===== src/rtl/expansion_decoder.sv =====
`default_nettype none
// ============================================================================
// Module      : expansion_decoder
// Description : Inverts the DES E expansion. Collects eight 6-bit groups of a
//               48-bit expanded word, rebuilds the 32-bit half-block from the
//               centre bits and flags any disagreement in the duplicated edge
//               bits. Keeps a saturating count of erroneous words delivered.
// Revision    : 1.0 - initial release
// ============================================================================
module expansion_decoder (
    input  logic        clk,
    input  logic        rst_n,
    input  logic        flush,
    input  logic        in_valid,
    output logic        in_ready,
    input  logic [6:1]  in_grp,
    output logic        out_valid,
    input  logic        out_ready,
    output logic [32:1] out_word,
    output logic        out_err,
    output logic [8:1]  err_cnt
);

    typedef enum logic [0:0] {
        ST_COLLECT = 1'b0,
        ST_HOLD    = 1'b1
    } state_t;

    localparam logic [2:0] LAST_GROUP  = 3'd7;
    localparam logic [7:0] ERR_CNT_MAX = 8'hFF;

    state_t          state_q, state_d;
    logic [2:0]      cnt_q, cnt_d;
    // Groups 1..7 are buffered; group 8 is consumed straight from in_grp.
    logic [6:0][6:1] grp_q, grp_d;
    logic [32:1]     word_q, word_d;
    logic            err_q, err_d;
    logic            valid_q, valid_d;
    logic [7:0]      err_cnt_q, err_cnt_d;

    logic [7:0][6:1] w_full;
    logic [32:1]     w_word;
    logic            w_err;

    assign in_ready  = (state_q == ST_COLLECT);
    assign out_valid = valid_q;
    assign out_word  = word_q;
    assign out_err   = err_q;
    assign err_cnt   = err_cnt_q;

    // Decode the complete 48-bit word (buffered groups plus the final group).
    always_comb begin
        w_full = {in_grp, grp_q};
        w_word = '0;
        w_err  = 1'b0;
        // Centre bits: group k bits [5:2] land on word bits [4k:4k-3].
        for (int k = 0; k < 8; k++) begin
            for (int i = 0; i < 4; i++) begin
                w_word[4*k + 1 + i] = w_full[k][2 + i];
            end
        end
        // Edge bits duplicate a neighbour's centre bit; wrap at both ends.
        for (int k = 0; k < 8; k++) begin
            w_err = w_err | (w_full[k][1] ^ w_word[(k == 0) ? 32 : 4*k]);
            w_err = w_err | (w_full[k][6] ^ w_word[(k == 7) ? 1 : 4*k + 5]);
        end
    end

    // Next-state logic: collection, hold/handshake, flush and error counting.
    always_comb begin
        state_d   = state_q;
        cnt_d     = cnt_q;
        grp_d     = grp_q;
        word_d    = word_q;
        err_d     = err_q;
        valid_d   = valid_q;
        err_cnt_d = err_cnt_q;
        case (state_q)
            ST_COLLECT: begin
                if (flush) begin
                    // Flush wins over a simultaneous group; that group is dropped.
                    cnt_d = '0;
                    grp_d = '0;
                end else if (in_valid) begin
                    if (cnt_q == LAST_GROUP) begin
                        state_d = ST_HOLD;
                        cnt_d   = '0;
                        grp_d   = '0;
                        word_d  = w_word;
                        err_d   = w_err;
                        valid_d = 1'b1;
                    end else begin
                        cnt_d = cnt_q + 3'd1;
                        for (int k = 0; k < 7; k++) begin
                            if (cnt_q == 3'(k)) begin
                                grp_d[k] = in_grp;
                            end
                        end
                    end
                end
            end
            ST_HOLD: begin
                // Flush and in_valid are ignored here; only the handshake matters.
                if (out_ready) begin
                    state_d = ST_COLLECT;
                    valid_d = 1'b0;
                    if (err_q && (err_cnt_q != ERR_CNT_MAX)) begin
                        err_cnt_d = err_cnt_q + 8'd1;
                    end
                end
            end
            default: begin
                state_d = ST_COLLECT;
                valid_d = 1'b0;
            end
        endcase
    end

    // State and datapath registers with asynchronous active-low reset.
    always_ff @(posedge clk or negedge rst_n) begin
        if (!rst_n) begin
            state_q   <= ST_COLLECT;
            cnt_q     <= '0;
            grp_q     <= '0;
            word_q    <= '0;
            err_q     <= 1'b0;
            valid_q   <= 1'b0;
            err_cnt_q <= '0;
        end else begin
            state_q   <= state_d;
            cnt_q     <= cnt_d;
            grp_q     <= grp_d;
            word_q    <= word_d;
            err_q     <= err_d;
            valid_q   <= valid_d;
            err_cnt_q <= err_cnt_d;
        end
    end

endmodule
`default_nettype wire


===== config.mk =====
export PLATFORM = sky130hd
export DESIGN_NAME = expansion_decoder
export DESIGN_NICKNAME = d
export VERILOG_FILES = /design/src/rtl/expansion_decoder.sv
export SDC_FILE = /design/constraint.sdc
export NUM_CORES = 1
export LEC_CHECK = 0
export CAP_MARGIN = 20
export CORE_AREA = 5 5 100 102
export CTS_BUF_LIST = sky130_fd_sc_hd__clkbuf_4 sky130_fd_sc_hd__clkbuf_8 sky130_fd_sc_hd__clkbuf_16
export CTS_CLUSTER_SIZE = 24
export DETAILED_ROUTE_END_ITERATION = 8
export DIE_AREA = 0 0 105 107
export GPL_ROUTABILITY_DRIVEN = 0
export PLACE_DENSITY = 0.69
export SYNTH_ARGS = -nofsm -noshare
export SYNTH_HDL_FRONTEND = slang
export SYNTH_SLANG_ARGS = --single-unit

===== constraint.sdc =====
create_clock -name clk -period 2.65 [get_ports clk]
set_clock_uncertainty 0.2 [all_clocks]
set_input_delay 0.53 -clock clk [delete_from_list [all_inputs] [get_ports clk]]
set_output_delay 0.53 -clock clk [all_outputs]
set_load 0.02 [all_outputs]

### Yosys cells after proc, flatten, opt, wreduce, memory -nomap -nowiden

Cells that the tools add are included.

* add/sub/neg operators: 2
* eq/ne operators: 12
* reductions and logical operators: 21
* mux-type cells: 23
* bitwise logic cells: 33

Operators by type and width (number)
* 42-bit two-way mux: 3
* 6-bit two-way mux: 7
* 3-bit AND reduction: 8
* 3-bit nonzero test: 7
* 1-bit bitwise XOR: 16
* 1-bit bitwise OR: 15
* 3-bit == test (second input constant): 4
* 3-bit two-way mux: 3
* 8-bit by 1-bit adder with 8-bit output (second input constant): 1
* 1-bit two-way mux: 8
* 8-bit inequality test (second input constant): 1
* 4-bit AND reduction: 2
* 3-bit by 2-bit == test with 1-bit output (second input constant): 2
* 2-bit inequality test (second input constant): 3
* 1-bit one-hot mux with 2 select lines: 2
* 3-bit by 1-bit adder with 3-bit output (second input constant): 1
* 3-bit by 1-bit == test with 1-bit output (second input constant): 1
* 3-bit zero test: 1
* 2-bit by 1-bit inequality test with 1-bit output (second input constant): 1
* 1-bit inverter: 2
* 2-bit AND reduction: 1
* 2-bit nonzero test: 1
* 1-bit logical AND: 1

* word-level logic and storage cells: 104
* input port bits: 11
* flip-flop bits (word level): 88

### Depth between registers and ports, before layout

Gate-level depths: netlist of run 1.

* word-level depth: 16
* gate-level depth with buffers: 7
* mapped depth without buffers: 6

### Least setup slack after synthesis of run 1

OpenSTA, ideal clock, no wires.

* path type: register -> register
* from: register cnt_q[0]
* to: register word_q (netlist bit out_word[10])
* setup time: 0.125 ns
* required time: 2.325 ns
* slack: 0.730 ns
* buffers on the path: 2
* arrival: 1.595 ns
* period minus slack after synthesis: 1.920 ns
* stages on the path, launching flop included: 7
* path through: dfrtp_1 -> ha_1 -> ha_1 -> nor3b_2 -> buf_6 -> buf_12 -> mux2_4

* cells in the longest elaborated chain, start to end: 2

Ends and longest elaborated chain
* start, declared: line 33 `logic [2:0] cnt_q, cnt_d;`
* start signal, assigned: line 131 `cnt_q <= cnt_d;`
* 3-bit == test: line 85 `if (cnt_q == LAST_GROUP) begin`
* 4-bit AND reduction (no line)
* end signal, assigned: line 133 `word_q <= word_d;`
* end, declared: line 36 `logic [32:1] word_q, word_d;`

No other way between the ends.
A chain may end at the register's enable or synchronous reset.

### Final worst setup path of run 1

* from: register state_q
* to: output port in_ready

* cells in the longest elaborated chain, start to end: 1

Ends and longest elaborated chain
* start, declared: line 32 `state_t state_q, state_d;`
* start signal, assigned: line 130 `state_q <= state_d;`
* 1-bit inverter (no line)
* end, declared: line 15 `output logic in_ready,`

No other way between the ends.

==> results of run 1 <==
-- per-stage QoR --
step / util (%) / std cells / instance area, sq um / setup WS, ns
6_report: 53.7 / 474 / 4840 / 0.262
5_1_grt: 53.7 / 474 / 4840 / 0.160
4_1_cts: 53.7 / 474 / 4840 / 0.229
3_5_place_dp: 50.9 / 458 / 4600 / 0.179
3_3_place_gp: 50.9 / 458 / 4600 / 0.208
2_1_floorplan: - / 295 / 3950 / 0.730
-- power by group through the flow --
stage | logic [mW] | clock network [mW] | registers (mW)
after detailed placement | 0.319 | 0 | 1.53
after floorplan | 0.196 | 0 | 1.52
final | 0.315 | 1.13 | 1.50
after CTS | 0.321 | 1.16 | 1.50
after global placement | 0.312 | 0 | 1.52
after global routing | 0.352 | 1.22 | 1.51
-- kinds of logic (layout without fill, tap and decap cells) --
logic type / count (synthesis) / after routing / share of synthesized area [%]
AND/OR/NAND/NOR: 67 / 67 / 8.62
AO/OA/AOI/OAI: 43 / 43 / 7.48
XOR/XNOR: 23 / 23 / 5.10
flip-flops: 88 / 88 / 55.8
buffers and inverters: 16 / 84 / 3.80
adder cells (fa/ha/maj): 7 / 7 / 2.22
multiplexers: 51 / 51 / 17.0
-- cell type report --
type / count / share of cell area, %
multi-input cells: 191 / 33.1
clock buffers: 11 / 3.00
clock inverters: 5 / 2.14
well taps: 111 / 2.87
flip-flops and latches: 88 / 45.5
inverters: 7 / 0.542
repair buffers: 61 / 12.9
-- state kept, by name (all words and copies together) (netlist names) --
name and flops:
grp_q 42, out_word 32, err_cnt 8, cnt_q 3, out_err 1, out_valid 1, state_q 1
-- worst paths after layout --
kind                       cells past startpoint  startpoint           to
setup / recovery                               2     state_q     in_ready
hold / removal                                 1       rst_n    grp_q[21]
setup reg to reg                               5    cnt_q[0]  out_word[5]
hold reg to reg                                2   grp_q[20]    grp_q[20]
max in group asynchronous                      2       rst_n    grp_q[41]
min in group clk                               2   grp_q[20]    grp_q[20]
-- layer usage --
| layer | global-route usage, % | routed length [microns] | vias up |
|---|---|---|---|
| li1 | - | - | 1143 |
| met3 | 5.24 | 404 | 9 |
| met5 | 0 | 0 | - |
| met2 | 23.0 | 3510 | 58 |
| met1 | 20.1 | 3690 | 1169 |
| met4 | 3.47 | 92 | 0 |
-- placed cells by master, fill, tap and decap left out, types with 7 or more instances in the layout --
| cell | n |
|---|---|
| clkdlybuf4s50_1 | 52 |
| o21ai_0 | 17 |
| o21ai_1 | 7 |
| nand2_1 | 36 |
| inv_1 | 7 |
| ha_1 | 7 |
| mux2_4 | 26 |
| mux2_2 | 25 |
| xnor2_1 | 17 |
| dfrtp_1 | 88 |
| clkbuf_8 | 10 |
==> impl_metrics.env, run 1 <==
export IMPL_worst_hold_slack_ns=0.000403
export IMPL_rsz0062_at_grt="false"
export IMPL_async_flop_share_pct=100
export IMPL_core_rowCount=35
export IMPL_timing_fmax_ghz=0.419
export IMPL_powerDensity_mw_per_mm2=608
export IMPL_slew_violations=0
export IMPL_hold_violations=0
export IMPL_syn_area_per_cell_sq_um=13.4
export IMPL_drt_iter0_markers=61
export IMPL_drive_gt1_share_pct=25.9
export IMPL_vias=2379
export IMPL_ff_latch_area_sq_mm=0.00220
export IMPL_synth_top_area_cell="dfrtp_1"
export IMPL_netlist_area_sq_mm=0.00395
export IMPL_grt_ovfl_total=0
export IMPL_setup_viol=0
export IMPL_htree_levels=3
export IMPL_synth_area_top_cells="dfrtp_1, mux2_4, mux2_2"
export IMPL_synth_warning_count=0
export IMPL_cp_data_required_time_ns=1.92
export IMPL_grt_start_max_net_pins=51
export IMPL_track_usage_pct=14.8
export IMPL_period_minus_slack_ns=2.39
export IMPL_initial_core_util_pct=43.8
export IMPL_antenna_found_initial=0
export IMPL_p_leak_nw=2.18
export IMPL_wl_per_cell_microns=16.2
export IMPL_critPathArrivalTime_ns=1.66
export IMPL_yosysMostFrequentCell="dfrtp_1"
export IMPL_totalWireLength_microns=7700
export IMPL_avgViaCountPerCell=5.02
export IMPL_peakVddDrop_uv=394
export IMPL_cts_tree="built"
export IMPL_clock_latency_ns=0.36
export IMPL_holdBufCountCts=0
export IMPL_maxCapViolCount=0
export IMPL_clockPowerShare_pct=38.4
export IMPL_cp_top_family="buffers and inverters"
export IMPL_io_buffer_count=53
export IMPL_hold_path_class="in -> async"
export IMPL_clockBufferDepth=2
export IMPL_cts_root_buf="clkbuf_8"
export IMPL_switching_share_pct=23.7
export IMPL_worst_slew_margin_rel_pct=56.1
export IMPL_synth_common_cells="dfrtp_1, nand2_1, mux2_4"
export IMPL_synth_ff_type="dfrtp_1"
export IMPL_cpPeakStageDelay_ns=0.65
export IMPL_criticalPathCategory="reg -> out"
export IMPL_p_int_mw=2.25
export IMPL_diodes=0
export IMPL_core_sq_mm=0.00902
export IMPL_seq_area_frac_synth_pct=55.8
export IMPL_die_y_microns=107
export IMPL_power_frac_seq_pct=50.9
export IMPL_power_switching_mw=0.698
export IMPL_worst_pin_slew_ns=0.658
export IMPL_dieArea_sq_mm=0.0112
export IMPL_ios=54
export IMPL_combPwrFrac_pct=10.7
export IMPL_synth_distinct_cells=34
export IMPL_cp_max_fo=6
export IMPL_multi_input_area_sq_mm=0.00160
export IMPL_syn_inst=295
export IMPL_fillers=800
export IMPL_syn2layout_area_growth_pct=22.7
export IMPL_fin_nets=376
export IMPL_die_w_microns=105
export IMPL_grt_pass1_vias=2613
export IMPL_synth_edf_count=0
export IMPL_startpoint_type="flip-flop"
export IMPL_r2r_slack_ns=0.54
export IMPL_status="finished clean"
export IMPL_grt_pass1_wl_microns=13300
export IMPL_cts_buffers_inserted=9
export IMPL_clk_pin_slew_worst_paths_ns=0.09
export IMPL_cp_cell_sequence="inv_1, clkdlybuf4s50_1"
export IMPL_synth_top_area_share_pct=55.8
export IMPL_ant_nets=0
export IMPL_cts_resized=0
export IMPL_fin_setup_tns_ns=0
export IMPL_end_kind="primary output"
export IMPL_drcViolationCount=0
export IMPL_ys_ff_latch=88
export IMPL_postCtsSetupRepairBufs=0
export IMPL_cp_slowest_cell="clkdlybuf4s50_1"
export IMPL_firstDrtPassIters=4
export IMPL_cts_sinks=88
export IMPL_synthesis_nets=313
export IMPL_finalPower_mw=2.95
export IMPL_post_route_period_util_pct=90.1
export IMPL_path_buf_inv=2
export IMPL_dp_hpwl_microns=5460
Power figures use the tool's default switching activity.
==> run 2, diff against run 1 <==
--- a/config.mk
+++ b/config.mk
@@ -6,13 +6,14 @@
 export NUM_CORES = 1
 export LEC_CHECK = 0
 export CAP_MARGIN = 20
-export CORE_AREA = 5 5 100 102
+export CORE_AREA = 2 2 97 99
 export CTS_BUF_LIST = sky130_fd_sc_hd__clkbuf_4 sky130_fd_sc_hd__clkbuf_8 sky130_fd_sc_hd__clkbuf_16
 export CTS_CLUSTER_SIZE = 24
 export DETAILED_ROUTE_END_ITERATION = 8
-export DIE_AREA = 0 0 105 107
+export DIE_AREA = 0 0 99 101
+export DONT_BUFFER_PORTS = 1
 export GPL_ROUTABILITY_DRIVEN = 0
-export PLACE_DENSITY = 0.69
+export PLACE_DENSITY = 0.7
 export SYNTH_ARGS = -nofsm -noshare
 export SYNTH_HDL_FRONTEND = slang
 export SYNTH_SLANG_ARGS = --single-unit
==> run 2 against run 1 <==
Net effect: the flow now finishes with violations (hold timing); critical path depth increased by 3; sequential power about the same; design area decreased by 14%; clock-buffer cell count unchanged; combinational power decreased by 30%; worst setup slack improved by 0.23 ns; critical path type is now reg -> reg.
==> impl_metrics.env, run 2 (synthesis results as in run 1) <==
export IMPL_status="finished with violations"
export IMPL_violations="hold timing"
export IMPL_grt_pass1_vias=2228
export IMPL_combPwrFrac_pct=8.4
export IMPL_hold_violations=88
export IMPL_dp_hpwl_microns=4840
export IMPL_antenna_found_initial=0
export IMPL_period_minus_slack_ns=2.16
export IMPL_cp_slowest_cell="dfrtp_1"
export IMPL_cpPeakStageDelay_ns=0.42
export IMPL_cp_data_required_time_ns=2.70
export IMPL_cts_resized=0
export IMPL_startpoint_type="flip-flop"
export IMPL_hold_path_class="in -> async"
export IMPL_track_usage_pct=15.1
export IMPL_setup_viol=0
export IMPL_clock_latency_ns=0.36
export IMPL_grt_pass1_wl_microns=11600
export IMPL_worst_hold_slack_ns=-0.344
export IMPL_cts_buffers_inserted=9
export IMPL_p_leak_nw=1.92
export IMPL_drcViolationCount=0
export IMPL_path_buf_inv=1
export IMPL_wl_per_cell_microns=16.4
export IMPL_avgViaCountPerCell=5.19
export IMPL_largest_register="grp_q"
export IMPL_io_buffer_count=0
export IMPL_grt_start_max_net_pins=89
export IMPL_post_route_period_util_pct=81.4
export IMPL_htree_levels=3
export IMPL_firstDrtPassIters=4
export IMPL_dieArea_sq_mm=0.0100
export IMPL_core_rowCount=35
export IMPL_totalWireLength_microns=6830
export IMPL_critPathArrivalTime_ns=2.21
export IMPL_fillers=806
export IMPL_clockPowerShare_pct=33.6
export IMPL_worst_pin_slew_ns=0.499
export IMPL_power_switching_mw=0.662
export IMPL_ios=54
export IMPL_peakVddDrop_uv=326
export IMPL_p_int_mw=1.94
export IMPL_die_y_microns=101
export IMPL_cp_cell_sequence="ha_1, ha_1, nor3b_4, buf_4, mux2_2"
export IMPL_clockBufferDepth=2
export IMPL_ant_nets=0
export IMPL_dpl_cell_count=400
export IMPL_clk_pin_slew_worst_paths_ns=0.08
export IMPL_timing_fmax_ghz=0.464
export IMPL_cp_max_fo=20
export IMPL_cp_top_family="adder cells"
export IMPL_powerDensity_mw_per_mm2=623
export IMPL_finalPower_mw=2.60
export IMPL_largest_reg_flops=42
export IMPL_drt_iter0_markers=75
export IMPL_final_cell_mix="dfrtp_1, nand2_1, mux2_4"
export IMPL_cts_root_buf="clkbuf_8"
export IMPL_diodes=0
export IMPL_postCtsSetupRepairBufs=0
export IMPL_worst_slew_margin_rel_pct=66.7
export IMPL_drive_gt1_share_pct=28.9
export IMPL_final_cell_count_no_fill=416
export IMPL_power_frac_seq_pct=58.0
export IMPL_initial_core_util_pct=44.0
export IMPL_syn2layout_area_growth_pct=5.96
export IMPL_core_sq_mm=0.00898
export IMPL_grt_ovfl_total=0
export IMPL_die_w_microns=99
export IMPL_slew_violations=0
export IMPL_vias=2157
export IMPL_fin_nets=318
export IMPL_criticalPathCategory="reg -> reg"
export IMPL_multi_input_area_sq_mm=0.00160
export IMPL_cts_tree="built"
export IMPL_switching_share_pct=25.4
export IMPL_ff_latch_area_sq_mm=0.00220
export IMPL_rsz0062_at_grt="false"
export IMPL_fin_setup_tns_ns=0
export IMPL_layout_commonest_cell="dfrtp_1"
export IMPL_crit_top_cell="ha_1"
export IMPL_cts_sinks=88
export IMPL_end_kind="flip-flop"
export IMPL_maxCapViolCount=0
-- run 2: per-layer routing --
layer / track usage, % / wire length [microns] / vias to the layer above / share of wire (%)
met5: 0 / 0 / - / 0
met4: 5.69 / 77 / 0 / 1.1
met3: 5.34 / 423 / 8 / 6.2
met2: 22.0 / 3040 / 64 / 44
met1: 20.8 / 3290 / 1061 / 48
li1: - / - / 1024 / -
-- run 2: final timing paths --
kind	cells past startpoint	start	slack [ns]	to
worst max-delay path	5	cnt_q[0]	0.49	out_word[4]
worst min-delay path	0	rst_n	-0.34	out_word[32]
worst max register to register	5	cnt_q[0]	0.49	out_word[4]
worst min register to register	2	grp_q[9]	0.29	grp_q[9]
max in group asynchronous	0	rst_n	2.45	out_valid
min in group clk	1	out_ready	0.04	state_q
-- run 2: power by group through the flow --
| stage | registers, mW | logic [mW] | clock network (mW) |
|---|---|---|---|
| finish | 1.51 | 0.219 | 0.875 |
| global route | 1.53 | 0.244 | 0.955 |
| CTS | 1.51 | 0.222 | 0.904 |
| detailed placement | 1.54 | 0.221 | 0 |
| global placement | 1.54 | 0.214 | 0 |
| floorplan | 1.52 | 0.196 | 0 |
-- run 2: final cells by class --
| class | count | area share [%] |
|---|---|---|
| well taps | 111 | 3.32 |
| clock buffers | 11 | 3.62 |
| multi-input cells | 191 | 38.3 |
| clock inverters | 5 | 0.957 |
| repair buffers | 3 | 0.538 |
| inverters | 7 | 0.628 |
| flip-flops and latches | 88 | 52.6 |
-- run 2: through the flow --
step           setup slack [ns]  area [sq um]  utilization [%]  hold slack [ns]
2_1_floorplan             0.730          3950                -           0.0344
3_3_place_gp              0.572          3990             44.5           0.0362
3_5_place_dp              0.518          3990             44.5           0.0361
4_1_cts                   0.495          4180             46.6           -0.367
5_1_grt                   0.386          4180             46.6           -0.375
6_report                  0.493          4180             46.6           -0.344
==> run 3, diff against run 2 <==
==> constraint.sdc (replaced) <==
create_clock -name clk -period 2.03 [get_ports clk]
set_clock_uncertainty 0.2 [all_clocks]
set_input_delay 0.406 -clock clk [delete_from_list [all_inputs] [get_ports clk]]
set_output_delay 0.406 -clock clk [all_outputs]
set_load 0.02 [all_outputs]
==> run 3 against run 2 <==
Net effect: the run still ends with hold timing left; critical path depth up 1; hold slack got worse by 0.12 ns; clock power increased by 52%; worst setup slack got worse by 0.42 ns; critical path type unchanged; die area unchanged; combinational power is 54% higher; total power rose by 40%; core utilization increased by 3.7 points; register-to-register slack worse by 0.42 ns; highest routed layer unchanged.
==> impl_metrics.env, run 3 (synthesis results as in run 1) <==
export IMPL_status="finished with violations"
export IMPL_violations="hold timing"
export IMPL_cts_sinks=88
export IMPL_powerDensity_mw_per_mm2=806
export IMPL_cp_data_required_time_ns=2.07
export IMPL_fin_setup_tns_ns=0
export IMPL_criticalPathCategory="reg -> reg"
export IMPL_grt_ovfl_total=0
export IMPL_cp_max_fo=16
export IMPL_clock_latency_ns=0.35
export IMPL_period_minus_slack_ns=1.96
export IMPL_holdBufCountCts=6
export IMPL_largest_reg_flops=42
export IMPL_path_buf_inv=2
export IMPL_die_y_microns=101
export IMPL_cts_buffers_inserted=9
export IMPL_p_leak_nw=2.09
export IMPL_initial_core_util_pct=44.0
export IMPL_ios=54
export IMPL_worst_slew_margin_rel_pct=70.9
export IMPL_cpPeakStageDelay_ns=0.37
export IMPL_grt_start_max_net_pins=89
export IMPL_end_kind="flip-flop"
export IMPL_rsz0062_at_grt="false"
export IMPL_vias=2264
export IMPL_final_area_sq_mm=0.00451
export IMPL_largest_register="grp_q"
export IMPL_cp_cell_sequence="ha_1, ha_4, nor3b_4, buf_4, buf_12, mux2_2"
export IMPL_die_w_microns=99
export IMPL_dpl_cell_count=415
export IMPL_avgViaCountPerCell=5.15
export IMPL_timing_fmax_ghz=0.511
export IMPL_fin_nets=343
export IMPL_grt_pass1_vias=2387
export IMPL_totalWireLength_microns=7350
export IMPL_maxCapViolCount=0
export IMPL_track_usage_pct=15.5
export IMPL_io_buffer_count=0
export IMPL_cp_slowest_cell="dfrtp_1"
export IMPL_critPathArrivalTime_ns=1.99
export IMPL_post_route_util_pct=50.3
export IMPL_worst_pin_slew_ns=0.436
export IMPL_peakVddDrop_uv=391
export IMPL_post_route_period_util_pct=96.3
export IMPL_cts_root_buf="clkbuf_8"
export IMPL_dieArea_sq_mm=0.0100
export IMPL_final_cell_mix="dfrtp_1, nand2_1, mux2_4"
export IMPL_antenna_found_initial=0
export IMPL_grt_pass1_wl_microns=12200
export IMPL_worst_hold_slack_ns=-0.462
export IMPL_drive_gt1_share_pct=32.5
export IMPL_wl_per_cell_microns=16.7
export IMPL_core_rowCount=35
export IMPL_firstDrtPassIters=4
export IMPL_startpoint_type="flip-flop"
export IMPL_hold_violations=88
export IMPL_final_cell_count_no_fill=440
export IMPL_placed_cell_area_sq_mm=0.00417
export IMPL_ant_nets=0
export IMPL_layout_commonest_cell="dfrtp_1"
export IMPL_clk_pin_slew_worst_paths_ns=0.08
export IMPL_hold_path_class="in -> async"
export IMPL_clockBufferDepth=2
export IMPL_htree_levels=3
export IMPL_core_sq_mm=0.00898
export IMPL_syn2layout_area_growth_pct=14.3
export IMPL_diodes=0
export IMPL_setup_viol=0
export IMPL_slew_violations=0
export IMPL_drcViolationCount=0
export IMPL_dp_hpwl_microns=5060
export IMPL_drt_iter0_markers=63
export IMPL_r2r_slack_ns=0.07
export IMPL_cp_top_family="adder cells"
export IMPL_cts_tree="built"
-- run 3: cell type report --
type	count	area, sq um
fill	752	4470
sequential	88	2200
multi-input combinational	191	1620
timing repair buffer	28	305
clock buffer	12	159
tap	111	139
clock inverter	3	65.1
inverter	7	26.3
-- run 3: where the power goes --
part           total, mW  leakage [nW]  switching (mW)  internal [mW]
logic              0.338         0.794           0.149          0.190
clock network       1.33         0.116           0.565          0.766
registers           1.97          1.18           0.103           1.87
total               3.64          2.09           0.817           2.82
-- run 3: timing repair --
item | CTS | global route
buffers inserted | 0 | 3
hold endpoints to repair | 96 | 88
gates resized for setup | 0 | 2
setup endpoints to repair | 0 | 48
-- run 3: worst reg2reg max path, delay by kind of cell (launching register included) --
kind	cells	cell delay, ns
adders and majority gates	2	0.40
DFF	1	0.37
and+or+nand+nor	1	0.22
buffers and inverters	2	0.31
muxes	1	0.35
-- run 3: path summary, 6_finish.rpt --
| path | start | endpoint | cells after the start |
|---|---|---|---|
| max | cnt_q[1] | out_word[3] | 6 |
| min | rst_n | err_cnt[6] | 0 |
| max reg2reg | cnt_q[1] | out_word[3] | 6 |
| min reg2reg | grp_q[3] | grp_q[3] | 2 |
| max in group asynchronous | rst_n | out_word[18] | 0 |
| min in group clk | out_ready | out_valid | 2 |
-- run 3: per-stage QoR --
step                power, mW  setup WS, ns
floorplan                2.24         0.110
global placement         2.32        0.0946
detailed placement       2.33        0.0321
CTS                      3.68       0.00411
global route             3.80       0.00483
finish                   3.64        0.0742
-- run 3: metal layers --
| metal | up-vias | track usage [%] | wire length (microns) |
|---|---|---|---|
| li1 | 1075 | - | - |
| met1 | 1109 | 19.5 | 3290 |
| met2 | 73 | 25.2 | 3480 |
| met3 | 7 | 6.73 | 511 |
| met4 | 0 | 3.37 | 65 |
| met5 | - | 0 | 0 |
